===== config.mk =====
export PLATFORM = sky130hd
export DESIGN_NAME = reg_file_mp
export DESIGN_NICKNAME = d
export VERILOG_FILES = /design/src/rtl/reg_file_mp.sv
export SDC_FILE = /design/constraint.sdc
export NUM_CORES = 2
export LEC_CHECK = 0
export CAP_MARGIN = 20
export CORE_ASPECT_RATIO = 1.5
export CORE_MARGIN = 4
export CORE_UTILIZATION = 30
export CTS_CLUSTER_SIZE = 28
export DETAILED_ROUTE_END_ITERATION = 6
export DONT_BUFFER_PORTS = 1
export PLACE_DENSITY = 0.44
export SLEW_MARGIN = 20
export SYNTH_ARGS = -nofsm -noshare
export SYNTH_HDL_FRONTEND = slang
export SYNTH_SLANG_ARGS = --single-unit

===== constraint.sdc =====
create_clock -name clk -period 5.8 [get_ports clk]
set_input_delay 1.16 -clock clk [delete_from_list [all_inputs] [get_ports clk]]
set_output_delay 1.16 -clock clk [all_outputs]
set_load 0.05 [all_outputs]

===== src/rtl/reg_file_mp.sv =====
// Multi-port register file: two combinational read ports and two byte-strobed write ports.
// Also provides optional same-cycle write bypass, an optional hardwired-zero r0 and a per-register busy scoreboard.
module reg_file_mp #(
    parameter int DATA_WIDTH = 32'sd32,
    parameter int ADDR_WIDTH = 32'sd5,
    parameter int BYPASS     = 32'sd1,
    parameter int ZERO_REG   = 32'sd1
) (
    input  logic                      clk,
    input  logic                      rst,
    input  logic [ADDR_WIDTH-1:0]     raddr1,
    input  logic [ADDR_WIDTH-1:0]     raddr2,
    output logic [DATA_WIDTH-1:0]     rdata1,
    output logic [DATA_WIDTH-1:0]     rdata2,
    output logic                      busy1,
    output logic                      busy2,
    input  logic                      wen_a,
    input  logic [ADDR_WIDTH-1:0]     waddr_a,
    input  logic [DATA_WIDTH/8-1:0]   wstrb_a,
    input  logic [DATA_WIDTH-1:0]     wdata_a,
    input  logic                      wen_b,
    input  logic [ADDR_WIDTH-1:0]     waddr_b,
    input  logic [DATA_WIDTH/8-1:0]   wstrb_b,
    input  logic [DATA_WIDTH-1:0]     wdata_b,
    input  logic                      mark_en,
    input  logic [ADDR_WIDTH-1:0]     mark_addr
);
    localparam int NUM_REGS  = 32'sd1 << ADDR_WIDTH;
    localparam int BYTE_W    = 32'sd8;
    localparam int NUM_BYTES = DATA_WIDTH / BYTE_W;
    localparam bit BYPASS_EN = (BYPASS != 32'sd0);
    localparam bit ZERO_EN   = (ZERO_REG != 32'sd0);

    logic [DATA_WIDTH-1:0] regs_r [NUM_REGS];
    logic [NUM_REGS-1:0]   busy_r;
    logic [NUM_REGS-1:0]   busy_next_s;
    logic [DATA_WIDTH-1:0] byp1_s;
    logic [DATA_WIDTH-1:0] byp2_s;

    // Per-byte overlay of up to two writes onto a base word; port B has priority over port A.
    function automatic logic [DATA_WIDTH-1:0] merge_bytes(
        input logic [DATA_WIDTH-1:0] base,
        input logic                  hit_a,
        input logic [NUM_BYTES-1:0]  strb_a,
        input logic [DATA_WIDTH-1:0] data_a,
        input logic                  hit_b,
        input logic [NUM_BYTES-1:0]  strb_b,
        input logic [DATA_WIDTH-1:0] data_b
    );
        logic [DATA_WIDTH-1:0] res;
        res = base;
        for (int b = 32'sd0; b < NUM_BYTES; b++) begin
            res[b*BYTE_W +: BYTE_W] = (hit_b && strb_b[b]) ? data_b[b*BYTE_W +: BYTE_W] :
                                      (hit_a && strb_a[b]) ? data_a[b*BYTE_W +: BYTE_W] :
                                                             base[b*BYTE_W +: BYTE_W];
        end
        return res;
    endfunction

    // Scoreboard next state: writes clear, a mark on the same register overrides the clear.
    always_comb begin
        busy_next_s = '0;
        for (int i = 32'sd0; i < NUM_REGS; i++) begin
            busy_next_s[i] = (ZERO_EN && (i == 32'sd0)) ? 1'b0 :
                ((mark_en && (mark_addr == ADDR_WIDTH'(i))) ||
                 (busy_r[i] && !(wen_a && (waddr_a == ADDR_WIDTH'(i)))
                            && !(wen_b && (waddr_b == ADDR_WIDTH'(i)))));
        end
    end

    // Register array and scoreboard state; reset overrides all writes and marks.
    always_ff @(posedge clk) begin
        if (rst) begin
            for (int i = 32'sd0; i < NUM_REGS; i++) begin
                regs_r[i] <= '0;
            end
            busy_r <= '0;
        end else begin
            for (int i = 32'sd0; i < NUM_REGS; i++) begin
                regs_r[i] <= (ZERO_EN && (i == 32'sd0)) ? '0 :
                    merge_bytes(regs_r[i],
                                wen_a && (waddr_a == ADDR_WIDTH'(i)), wstrb_a, wdata_a,
                                wen_b && (waddr_b == ADDR_WIDTH'(i)), wstrb_b, wdata_b);
            end
            busy_r <= busy_next_s;
        end
    end

    // Bypass candidates: stored word overlaid with this cycle's writes to the same address.
    assign byp1_s = merge_bytes(regs_r[raddr1],
                                wen_a && (waddr_a == raddr1), wstrb_a, wdata_a,
                                wen_b && (waddr_b == raddr1), wstrb_b, wdata_b);
    assign byp2_s = merge_bytes(regs_r[raddr2],
                                wen_a && (waddr_a == raddr2), wstrb_a, wdata_a,
                                wen_b && (waddr_b == raddr2), wstrb_b, wdata_b);

    assign rdata1 = (ZERO_EN && (raddr1 == '0)) ? '0 : (BYPASS_EN ? byp1_s : regs_r[raddr1]);
    assign rdata2 = (ZERO_EN && (raddr2 == '0)) ? '0 : (BYPASS_EN ? byp2_s : regs_r[raddr2]);
    assign busy1  = busy_r[raddr1];
    assign busy2  = busy_r[raddr2];
endmodule


== Word level (Yosys, flattened, before mapping) ==
Memories as Yosys holds them, arrays and structs flattened.
Cells that the tools add are included.
Storage, ports and cells
  output and inout port bits: 66
  input port bits: 102
  memories kept: 1
  flip-flop bits (word level): 32
  bits in writable memories: 1024
Cells by class
  muxes and demuxes: 398
  order comparisons: 2
  reduce and logical (&&, ||, !) cells: 642
  equality and inequality tests: 221
  bitwise logic cells: 125
Memories
  regs_r: words 32, bits a word 32, read ports 2, clocked after memory_dff 0, write ports 32, RTL line 34  | logic [DATA_WIDTH-1:0] regs_r [NUM_REGS];
Operators with widths (count)
  $mux 8: 388
  $logic_and 1x1->1: 423
  $ne 2x2->1 const B: 124
  $reduce_and 2->1: 124
  $eq 5x5->1 const B: 48
  $or 1x1->1: 125
  $eq 5x4->1 const B: 24
  $mux 32: 3
  $logic_not 1->1: 62
  $eq 5x3->1 const B: 12
  $logic_or 1x1->1: 31
  $eq 5x2->1 const B: 6
  $eq 5x5->1: 4
  $eq 5x1->1 const B: 3
  $lt 5x6->1 const B: 2
  $bmux 1 s5: 2
  $logic_not 5->1: 2
  $mux 1: 5

== Depth between registers and ports, before layout ==
  word-level depth: 6
  depth in mapped cells: 12

== Worst setup path after synthesis ==
Ideal clock, no wire load.
  path kind: input-to-output
  from: input raddr2[1]
  to: output rdata2[25]
  path slack: 0.906 ns
  stages: 11
  arrival: 3.734 ns
  buffers on the path: 5
  data required time: 4.640 ns
  cells stage by stage: buf_2 -> buf_6 -> buf_6 -> buf_4 -> buf_4 -> a21oi_1 -> a211oi_1 -> a211oi_1 -> nor3_1 -> a22oi_1 -> a211oi_1
Between the ends
  cells in the longest elaborated chain, start to end: 6
  elaborated cells between the ends (all ways): 11
  those cells by class: eq/ne: 2; mux: 3; reduce/logical: 5; memory: 1
RTL lines
  start, declared: RTL line 12  | input logic [ADDR_WIDTH-1:0] raddr2,
  branches (longest 5 deep; another with $mem_v2 32x32)
  $mux 32 (*): RTL line 98  | assign rdata2 = (ZERO_EN && (raddr2 == '0)) ? '0 : (BYPASS_EN ? byp2_s : regs_r[raddr2]);
  end, declared: RTL line 14  | output logic [DATA_WIDTH-1:0] rdata2,
Mark *: on every way between the ends.

== Worst setup path in the final report ==
  from: input raddr2[0]
  to: output rdata2[28]
The elaborated chain is that of the path after synthesis.

==> results.sh <==
export IMPL_status="finished, violations left"
export IMPL_violations="DRC"
export IMPL_wl_per_cell_um=36.1
export IMPL_reg2reg_setup_slack_ns=5.09
export IMPL_maxCapViolations=0
export IMPL_critical_path_max_stage_delay_ns=0.83
export IMPL_syn_num_nets=7017
export IMPL_crit_path_top_delay_cell="nand2_2"
export IMPL_p_per_area_nw_per_um2=267
export IMPL_finalPower_w=0.0196
export IMPL_ir_worst_vdd_mv=0.223
export IMPL_holdPathEnd="busy_r[11]"
export IMPL_num_rows=213
export IMPL_gp_congestion=0.944
export IMPL_criticalPathCategory="in2out"
export IMPL_hold_buffers=0
export IMPL_clk_pin_slew_ns=0.06
export IMPL_hold_depth=2
export IMPL_place_hpwl_um=224000
export IMPL_cts_root_buf="clkbuf_16"
export IMPL_grt_start_max_net_pins=672
export IMPL_fin_util=0.327
export IMPL_critical_path_max_fanout=174
export IMPL_tns_ns=0
export IMPL_dr_pass1_iters=7
export IMPL_required_ns=4.64
export IMPL_crit_arrival_ns=4.44
export IMPL_wirelength_um=345000
export IMPL_tritoncts="done"
export IMPL_synth_edff_count=992
export IMPL_gr_total_overflow=0
export IMPL_dpl_cell_count=9319
export IMPL_synth_seq_cells=1023
export IMPL_die_area_sq_um=233000
export IMPL_syn_to_final_growth_pct=8.50
export IMPL_clock_skew_final_ns=0
export IMPL_drt_iter0_markers=8691
export IMPL_start_kind="primary input"
export IMPL_reg2reg_from="busy_r[4]"
export IMPL_syn_avg_cell_area_sq_um=9.78
export IMPL_globalRouteTotalUtil=0.283
export IMPL_pin_count=168
export IMPL_worst_r2r_path_depth=2
export IMPL_whs_ns=0.531
export IMPL_initial_core_util=0.301
export IMPL_clk_latency_ns=0.76
export IMPL_top_usage_layer="met2"
export IMPL_fin_nets=6530
export IMPL_worst_pin_slew_ns=1.36
export IMPL_finalCritPeriodShare=0.965
export IMPL_viasPerCell=6.24
export IMPL_grtUsageMet3=0.0663
export IMPL_reg2reg_to="busy_r[4]"
export IMPL_cts_sinks=1023
export IMPL_drive_gt1_frac=0.159
export IMPL_drcViolationCount=3
export IMPL_critical_path_cell_chain="nand2_2 > o21ai_0 > a211oi_1 > a31oi_1 > and3_1 > o2bb2ai_1 > buf_4"
export IMPL_die_y_um=590
export IMPL_multiInputGateArea_sq_um=34000
export IMPL_cts_setup_buffers=0
export IMPL_path_buf_inv=1
export IMPL_grt_pass1_vias=56215
export IMPL_grt_antenna_before_repair=18
export IMPL_hold_start="busy_r[11]"
export IMPL_core_area_sq_um=224000
export IMPL_endpoint_kind="output port"
export IMPL_grt_pass1_wl_um=469000
export IMPL_met2_usage=0.460
export IMPL_final_hold_viol_count=0
export IMPL_yosysSeqAreaShare=0.450
export IMPL_cts_buffer_depth=3
export IMPL_postRouteAntennaNets=0
export IMPL_async_flop_share=0
export IMPL_cts_resized=0
export IMPL_finalSetupViolCount=0
export IMPL_htree_levels=3
export IMPL_grtUsageMet1=0.328
export IMPL_yosys_most_used_dff="edfxtp_1"
export IMPL_fillCellCount=22834
export IMPL_fin_crit_ns=5.60
export IMPL_rsz0062_at_grt="no"
export IMPL_cts_inserted_buffers=114
export IMPL_syn_area_sq_um=67600
export IMPL_clock_fmax_ghz=0.179
export IMPL_power_leakage_nw=24.5
export IMPL_syn_inst=6915
export IMPL_timing_slew_headroom=0.0926
export IMPL_yosysUniqueCellTypes=76
export IMPL_fin_cells=9546
export IMPL_crit_family="compound AO/OA/AOI/OAI gates"
export IMPL_drv_slew=0
export IMPL_portBuffers=0
export IMPL_ff_latch_area_sq_um=30400
export IMPL_die_width_um=396
export IMPL_hold_path_class="reg2reg"
export IMPL_yosysWarnings=0
export IMPL_num_vias=59549
-- how the worst max path moves through the flow --
| stage | cells after the start | end | slack (ns) | startpoint |
|---|---|---|---|---|
| global placement | 7 | rdata1[30] | 0.48 | raddr1[0] |
| finish | 7 | rdata2[28] | 0.20 | raddr2[0] |
| CTS | 6 | rdata1[21] | 0.48 | raddr1[0] |
| detailed placement | 6 | rdata1[21] | 0.49 | raddr1[0] |
| global route | 6 | rdata1[21] | 0.44 | raddr1[3] |
| floorplan | 11 | rdata2[25] | 0.91 | raddr2[1] |
-- registers in the layout, summed over array words and instances, names as in the netlist --
register	count
busy_r	31
regs_r	992
-- layout by cell type, fill, tap and decap left out, types with 26 or more instances in the layout --
cell,n
mux2i_1,165
or2_2,71
o221ai_1,32
buf_4,175
nor2_1,186
clkbuf_16,119
clkinv_1,26
dfxtp_1,31
nor2b_1,30
mux2_2,59
nand2_1,1551
a221oi_1,32
nand3_1,454
a22oi_1,63
nor2_2,67
a21oi_1,1167
o22ai_1,81
o21ai_0,273
edfxtp_1,992
mux4_2,429
nand2b_1,83
-- worst reg2reg max path, delay by kind of cell (launching register included) --
family	cells	cell delay, ns
AO/OA/AOI/OAI	1	0.16
flip-flops	1	0.35
AND/OR/NAND/NOR	1	0.05
-- metrics by stage --
step / worst slack [ns] / area (sq um)
after global placement: 0.484 / 69500
after floorplan: 0.906 / 67600
after CTS: 0.483 / 73300
after detailed placement: 0.491 / 69600
final: 0.201 / 73400
after global routing: 0.438 / 73400
-- Yosys cell counts (16+ instances only) --
cell,n,area (sq um)
nand2_1,1552,5830
a21oi_1,1167,5840
edfxtp_1,992,29800
clkbuf_1,553,2080
nand3_1,454,2270
mux4_2,429,9660
o21ai_0,278,1390
nor2_1,210,788
mux2i_1,165,1650
buf_2,105,526
nand2b_1,84,526
o22ai_1,81,507
or2_2,71,444
a22oi_1,63,473
nor2_2,61,382
mux2_2,59,664
buf_4,53,398
buf_1,47,176
nor2b_1,36,225
a221oi_1,32,280
o221ai_1,32,280
dfxtp_1,31,621
nor3_1,28,140
nor4_1,26,163
buf_6,25,282
a211oi_1,22,165
o22a_1,17,149
and2_1,16,100
-- power breakdown --
group / switching (W) / internal (W)
clock: 0.00342 / 0.00422
sequential: 0.000372 / 0.00866
combinational: 0.00181 / 0.00113
total: 0.00561 / 0.0140
-- kinds of logic (layout without fill, tap and decap cells) --
| group | count (synthesis) | after routing | synth area share |
|---|---|---|---|
| and+or+nand+nor | 2618 | 2618 | 0.170 |
| AOI/OAI and AO/OA | 1807 | 1807 | 0.149 |
| DFF | 1023 | 1023 | 0.450 |
| buffers and inverters | 794 | 400 | 0.0517 |
| muxes | 653 | 653 | 0.177 |
| xor gates and xnor gates | 20 | 20 | 0.00259 |
| other | 0 | 15 | 0 |
-- routing by layer --
metal,share of wire,up-vias
li1,-,24633
met1,0.35,30125
met2,0.47,3890
met3,0.099,899
met4,0.087,2
met5,0.000084,-
-- area by class of cell --
| type | instances | area share |
|---|---|---|
| multi-input cells | 5098 | 0.463 |
| flip-flops and latches | 1023 | 0.414 |
| clock inverters | 70 | 0.00851 |
| well taps | 3010 | 0.0513 |
| inverters | 11 | 0.000563 |
| diodes | 15 | 0.000511 |
| repair buffers | 180 | 0.0197 |
| clock buffers | 139 | 0.0417 |
(Power assumes the default switching activity.)
